<file path="src/rtl/serial_add_sub_pkg.sv">
// Shared definitions for the bit-serial adder/subtractor: state encoding
// and the sizing rule for the bit counter.
package add_sub_pkg;

  // State encoding shared with anything that needs to decode the FSM.
  localparam logic [1:0] IDLE = 2'd0;
  localparam logic [1:0] RUN  = 2'd1;
  localparam logic [1:0] DONE = 2'd2;

  typedef enum logic [1:0] {
    S_IDLE = IDLE,
    S_RUN  = RUN,
    S_DONE = DONE
  } state_e;

  // Bit counter width: $clog2(width) bits, with a floor of one bit.
  function automatic int unsigned cnt_width(input int unsigned width);
    if (width > 32'd1) begin
      return $clog2(width);
    end else begin
      return 32'd1;
    end
  endfunction

endpackage

</file>
<file path="src/rtl/serial_add_sub_full_adder.sv">
// Single-bit full adder.
// This is the only arithmetic element used by the serial adder/subtractor.
module fullAdder (
  output logic sum,
  output logic cout,
  input  logic a,
  input  logic b,
  input  logic cin
);

  assign sum  = a ^ b ^ cin;
  assign cout = (a & b) | (cin & (a ^ b));

endmodule

</file>
<file path="src/rtl/serial_add_sub.sv">
// Bit-serial WIDTH-bit two's-complement adder/subtractor.
// Operands are captured on start and processed one bit per clock, LSB first,
// through a single full adder. Subtraction adds ~b with a carry-in of 1.
// done pulses for one cycle when result/cout/ovf are final.
module serial_add_sub
  import add_sub_pkg::*;
#(
  parameter int WIDTH = 4
) (
  input  logic             clk,
  input  logic             rst_n,
  input  logic             start,
  input  logic             sub,
  input  logic [WIDTH-1:0] a,
  input  logic [WIDTH-1:0] b,
  output logic             busy,
  output logic             done,
  output logic [WIDTH-1:0] result,
  output logic             cout,
  output logic             ovf
);

  localparam int unsigned CW = cnt_width(WIDTH);
  localparam logic [CW-1:0] LAST_BIT = CW'(WIDTH - 1);

  state_e           state_q, state_d;
  logic [CW-1:0]    cnt_q, cnt_d;
  logic             carry_q, carry_d;
  logic [WIDTH-1:0] opa_q, opa_d;
  logic [WIDTH-1:0] opb_q, opb_d;
  logic [WIDTH-1:0] result_q, result_d;
  logic             cout_q, cout_d;
  logic             ovf_q, ovf_d;

  logic             fa_sum;
  logic             fa_cout;

  fullAdder u_fa (
    .sum  (fa_sum),
    .cout (fa_cout),
    .a    (opa_q[0]),
    .b    (opb_q[0]),
    .cin  (carry_q)
  );

  // Next-state logic: operand capture in IDLE, one bit per cycle in RUN.
  always_comb begin
    state_d  = state_q;
    cnt_d    = cnt_q;
    carry_d  = carry_q;
    opa_d    = opa_q;
    opb_d    = opb_q;
    result_d = result_q;
    cout_d   = cout_q;
    ovf_d    = ovf_q;
    case (state_q)
      S_IDLE: begin
        if (start) begin
          opa_d   = a;
          opb_d   = sub ? ~b : b;
          carry_d = sub;
          cnt_d   = '0;
          state_d = S_RUN;
        end else begin
          state_d = S_IDLE;
        end
      end
      S_RUN: begin
        // The sum bit enters at the MSB so that after WIDTH shifts the
        // first (LSB) sum bit has reached bit 0.
        result_d = {fa_sum, result_q[WIDTH-1:1]};
        opa_d    = {1'b0, opa_q[WIDTH-1:1]};
        opb_d    = {1'b0, opb_q[WIDTH-1:1]};
        carry_d  = fa_cout;
        if (cnt_q == LAST_BIT) begin
          // carry_q is the carry into the MSB; fa_cout is the carry out.
          cout_d  = fa_cout;
          ovf_d   = carry_q ^ fa_cout;
          cnt_d   = '0;
          state_d = S_DONE;
        end else begin
          cnt_d   = cnt_q + 1'b1;
        end
      end
      S_DONE: begin
        state_d = S_IDLE;
      end
      default: begin
        state_d = S_IDLE;
      end
    endcase
  end

  // State and datapath registers; reset discards any in-flight operation.
  always_ff @(posedge clk or negedge rst_n) begin
    if (!rst_n) begin
      state_q  <= S_IDLE;
      cnt_q    <= '0;
      carry_q  <= 1'b0;
      opa_q    <= '0;
      opb_q    <= '0;
      result_q <= '0;
      cout_q   <= 1'b0;
      ovf_q    <= 1'b0;
    end else begin
      state_q  <= state_d;
      cnt_q    <= cnt_d;
      carry_q  <= carry_d;
      opa_q    <= opa_d;
      opb_q    <= opb_d;
      result_q <= result_d;
      cout_q   <= cout_d;
      ovf_q    <= ovf_d;
    end
  end

  assign busy   = (state_q != S_IDLE);
  assign done   = (state_q == S_DONE);
  assign result = result_q;
  assign cout   = cout_q;
  assign ovf    = ovf_q;

endmodule
</file>
<file path="config.mk">
export PLATFORM = sky130hd
export DESIGN_NAME = serial_add_sub
export DESIGN_NICKNAME = d
export VERILOG_FILES = /design/src/rtl/serial_add_sub_pkg.sv /design/src/rtl/serial_add_sub_full_adder.sv /design/src/rtl/serial_add_sub.sv
export SDC_FILE = /design/constraint.sdc
export NUM_CORES = 1
export LEC_CHECK = 0
export BUFFER_PORTS_ARGS = -buffer_cell sky130_fd_sc_hd__buf_2
export CORE_MARGIN = 8
export CORE_UTILIZATION = 51
export DETAILED_ROUTE_END_ITERATION = 8
export PLACE_DENSITY = 0.77
export SYNTH_ARGS = -nofsm -noshare
export SYNTH_HDL_FRONTEND = slang
export SYNTH_SLANG_ARGS = --single-unit
</file>
<file path="constraint.sdc">
create_clock -name clk -period 1.6 [get_ports clk]
set_input_delay 0.32 -clock clk [delete_from_list [all_inputs] [get_ports clk]]
set_output_delay 0.32 -clock clk [all_outputs]
set_load 0.02 [all_outputs]
</file>
==> qor.yml <==
status: "finished clean"
synth_top_area_share_pct: 53.4
slew_viol_final: 0
max_slew_margin_pct: 70.2
io_pins: 20
dp.final_hpwl_mm: 1.18
die_h_um: 57.8
cts_buffer_depth: 2
hold_end: "opa_q[1]"
grt_first_pass_wirelength_mm: 2.84
fin_skew_ps: 7.98
startpoint_type: "flip-flop"
drt_iter0_drc: 3
grt_max_degree: 20
gp_congestion: 0.752
yosysMostFrequentCell: "dfrtp_1"
portBuffers: 19
drive_above_1_share_pct: 37.0
initial_core_util_pct: 52.7
synth_nets: 91
finalSetupViolCount: 0
routedWlPerCell_um: 13.8
synth_seq_cells: 19
hold_class: "input port to flip-flop"
ir_worst_vdd_uv: 1030
grt_pass1_vias: 664
power.leakage_nw: 0.537
rrSetupSlack_ps: 180
path_class: "flip-flop to output port"
core_mm2: 0.00169
rsz0062_at_grt: "no"
cts_root_buf: "clkbuf_4"
core.rowCount: 15
hold_depth: 3
diodes: 0
required_ps: 1280
ant_nets: 0
wirelength_mm: 1.61
grt_usage_pct: 11.0
grt_overflow: 0
setup_ws_ps: 89.8
final_cells: 117
fin_crit_sh_pct: 94.4
dieArea_mm2: 0.00334
power_density_mw_per_mm2: 1780
ys.flop_type: "dfrtp_1"
reg2reg_depth: 4
synth_edf_count: 0
drc: 0
vias_per_cell: 5.46
fmax_ghz: 0.662
final_util_pct: 62.1
finalHoldViolations: 0
dpl_worst_slack_ps: 240
clk_pin_slew_ps: 110
worst_pin_slew_ps: 447
synthTopCellsByArea: "dfrtp_1 (53%), mux2_2 (6.3%), and3b_1 (3.9%)"
min_period_ps: 1510
reg2reg_to: "opb_q[2]"
worstPathArrival_ps: 1190
cts_buffers: 3
cp_max_fo: 3
synthArstFlopShare_pct: 100
place_inst: 108
synth_common_cells: "dfrtp_1 (19), nand2_1 (9), o21ai_0 (7)"
cts_tree: "done"
yosysTopAreaCell: "dfrtp_1"
cts.sinks: 19
hp-start: "a[1]"
timing.max_cap.violations: 0
postSynthAreaPerCell_um2: 11.6
die_w_um: 57.8
tns_ps: 0
r2r_start: "state_q[0]"
firstDrtPassIters: 3
synthCells: 77
synth_cell_type_count: 27
antenna_found_initial: 0
crit_start: "state_q[1]"
crit_path_end_kind: "output port"
vias: 639
area_delta_synth_final_pct: 17.7
synth_area_um2: 891
ys_seq_area_share_pct: 53.4
htree_levels: 1
clkLatencyLatePin_ps: 290
ys.warnings.count: 0
final_nets: 115
worst max path at each step:
stage                to  slack, ps  cells after the start
2_1_floorplan      cout        350                      2
3_3_place_gp       busy        260                      2
3_5_place_dp   opb_q[1]        240                      2
4_1_cts            busy         90                      2
5_1_grt            busy         30                      2
6_report           busy         90                      2
routing by layer:
| layer | global-route usage (%) | routed length, um | up-vias |
|---|---|---|---|
| li1 | - | - | 313 |
| met1 | 14.3 | 780 | 302 |
| met2 | 15.8 | 699 | 20 |
| met3 | 3.31 | 99 | 4 |
| met4 | 6.29 | 31 | 0 |
| met5 | 0 | 0 | - |
per-stage QoR:
step                cell area [um^2]  hold slack [ps]  power, mW
detailed placement               978              275       1.59
global route                    1050              346       2.04
floorplan                        891             24.4       1.42
finish                          1050              313       1.87
global placement                 978              269       1.56
CTS                             1050              318       1.89
area by class of cell:
cell class                      count  area [um^2]
Fill cell                         159          641
Sequential cell                    19          478
Multi-Input combinational cell     50          375
Timing Repair Buffer               24          135
Clock buffer                        3         22.5
Tap cell                           17         21.3
Inverter                            3         11.3
Clock inverter                      1         5.00
cells in the final DEF, fill, tap and decap left out, types with 2 or more instances in the layout:
| cell | instances |
|---|---|
| dfrtp_1 | 17 |
| inv_1 | 3 |
| and3b_1 | 4 |
| buf_4 | 4 |
| o21ai_0 | 7 |
| xor2_1 | 4 |
| a221o_1 | 3 |
| dfrtp_2 | 2 |
| buf_2 | 19 |
| a22oi_1 | 3 |
| a21oi_1 | 2 |
| nand2_1 | 9 |
| clkbuf_4 | 3 |
| mux2_2 | 5 |
repair_timing:
item,in CTS,in global routing
setup buffers,4,0
gates resized for setup,2,0
endpoints found under the setup margin,1,0
hold buffers,1,0
endpoints found under the hold margin,19,0
critical path, stage by stage, from the launching register on:
cell and delay [ps]:
dfrtp_2 430, or2_2 310, buf_2 170
kinds of logic (layout without fill, tap and decap cells):
logic type	after synthesis	in the layout	synth area share [%]
xor+xnor	5	5	4.92
flops	19	19	53.4
buf+inv	8	31	4.49
simple gates	19	19	12.2
mux	5	5	6.32
compound gates	19	19	15.0
fa+ha+maj	2	2	3.65
where the power goes:
group | switching (mW) | total (mW) | internal (mW)
Sequential | 0.115 | 0.795 | 0.680
Clock | 0.141 | 0.234 | 0.0930
Combinational | 0.440 | 0.838 | 0.398
Total | 0.696 | 1.87 | 1.17
registers in the layout, indices dropped and copies added (netlist names):
name / flops
carry_q: 1
cnt_q: 2
opa_q: 4
result: 4
state_q: 2
opb_q: 4
ovf: 1
cout: 1
Note: power is estimated with default switching activity, not from simulation.
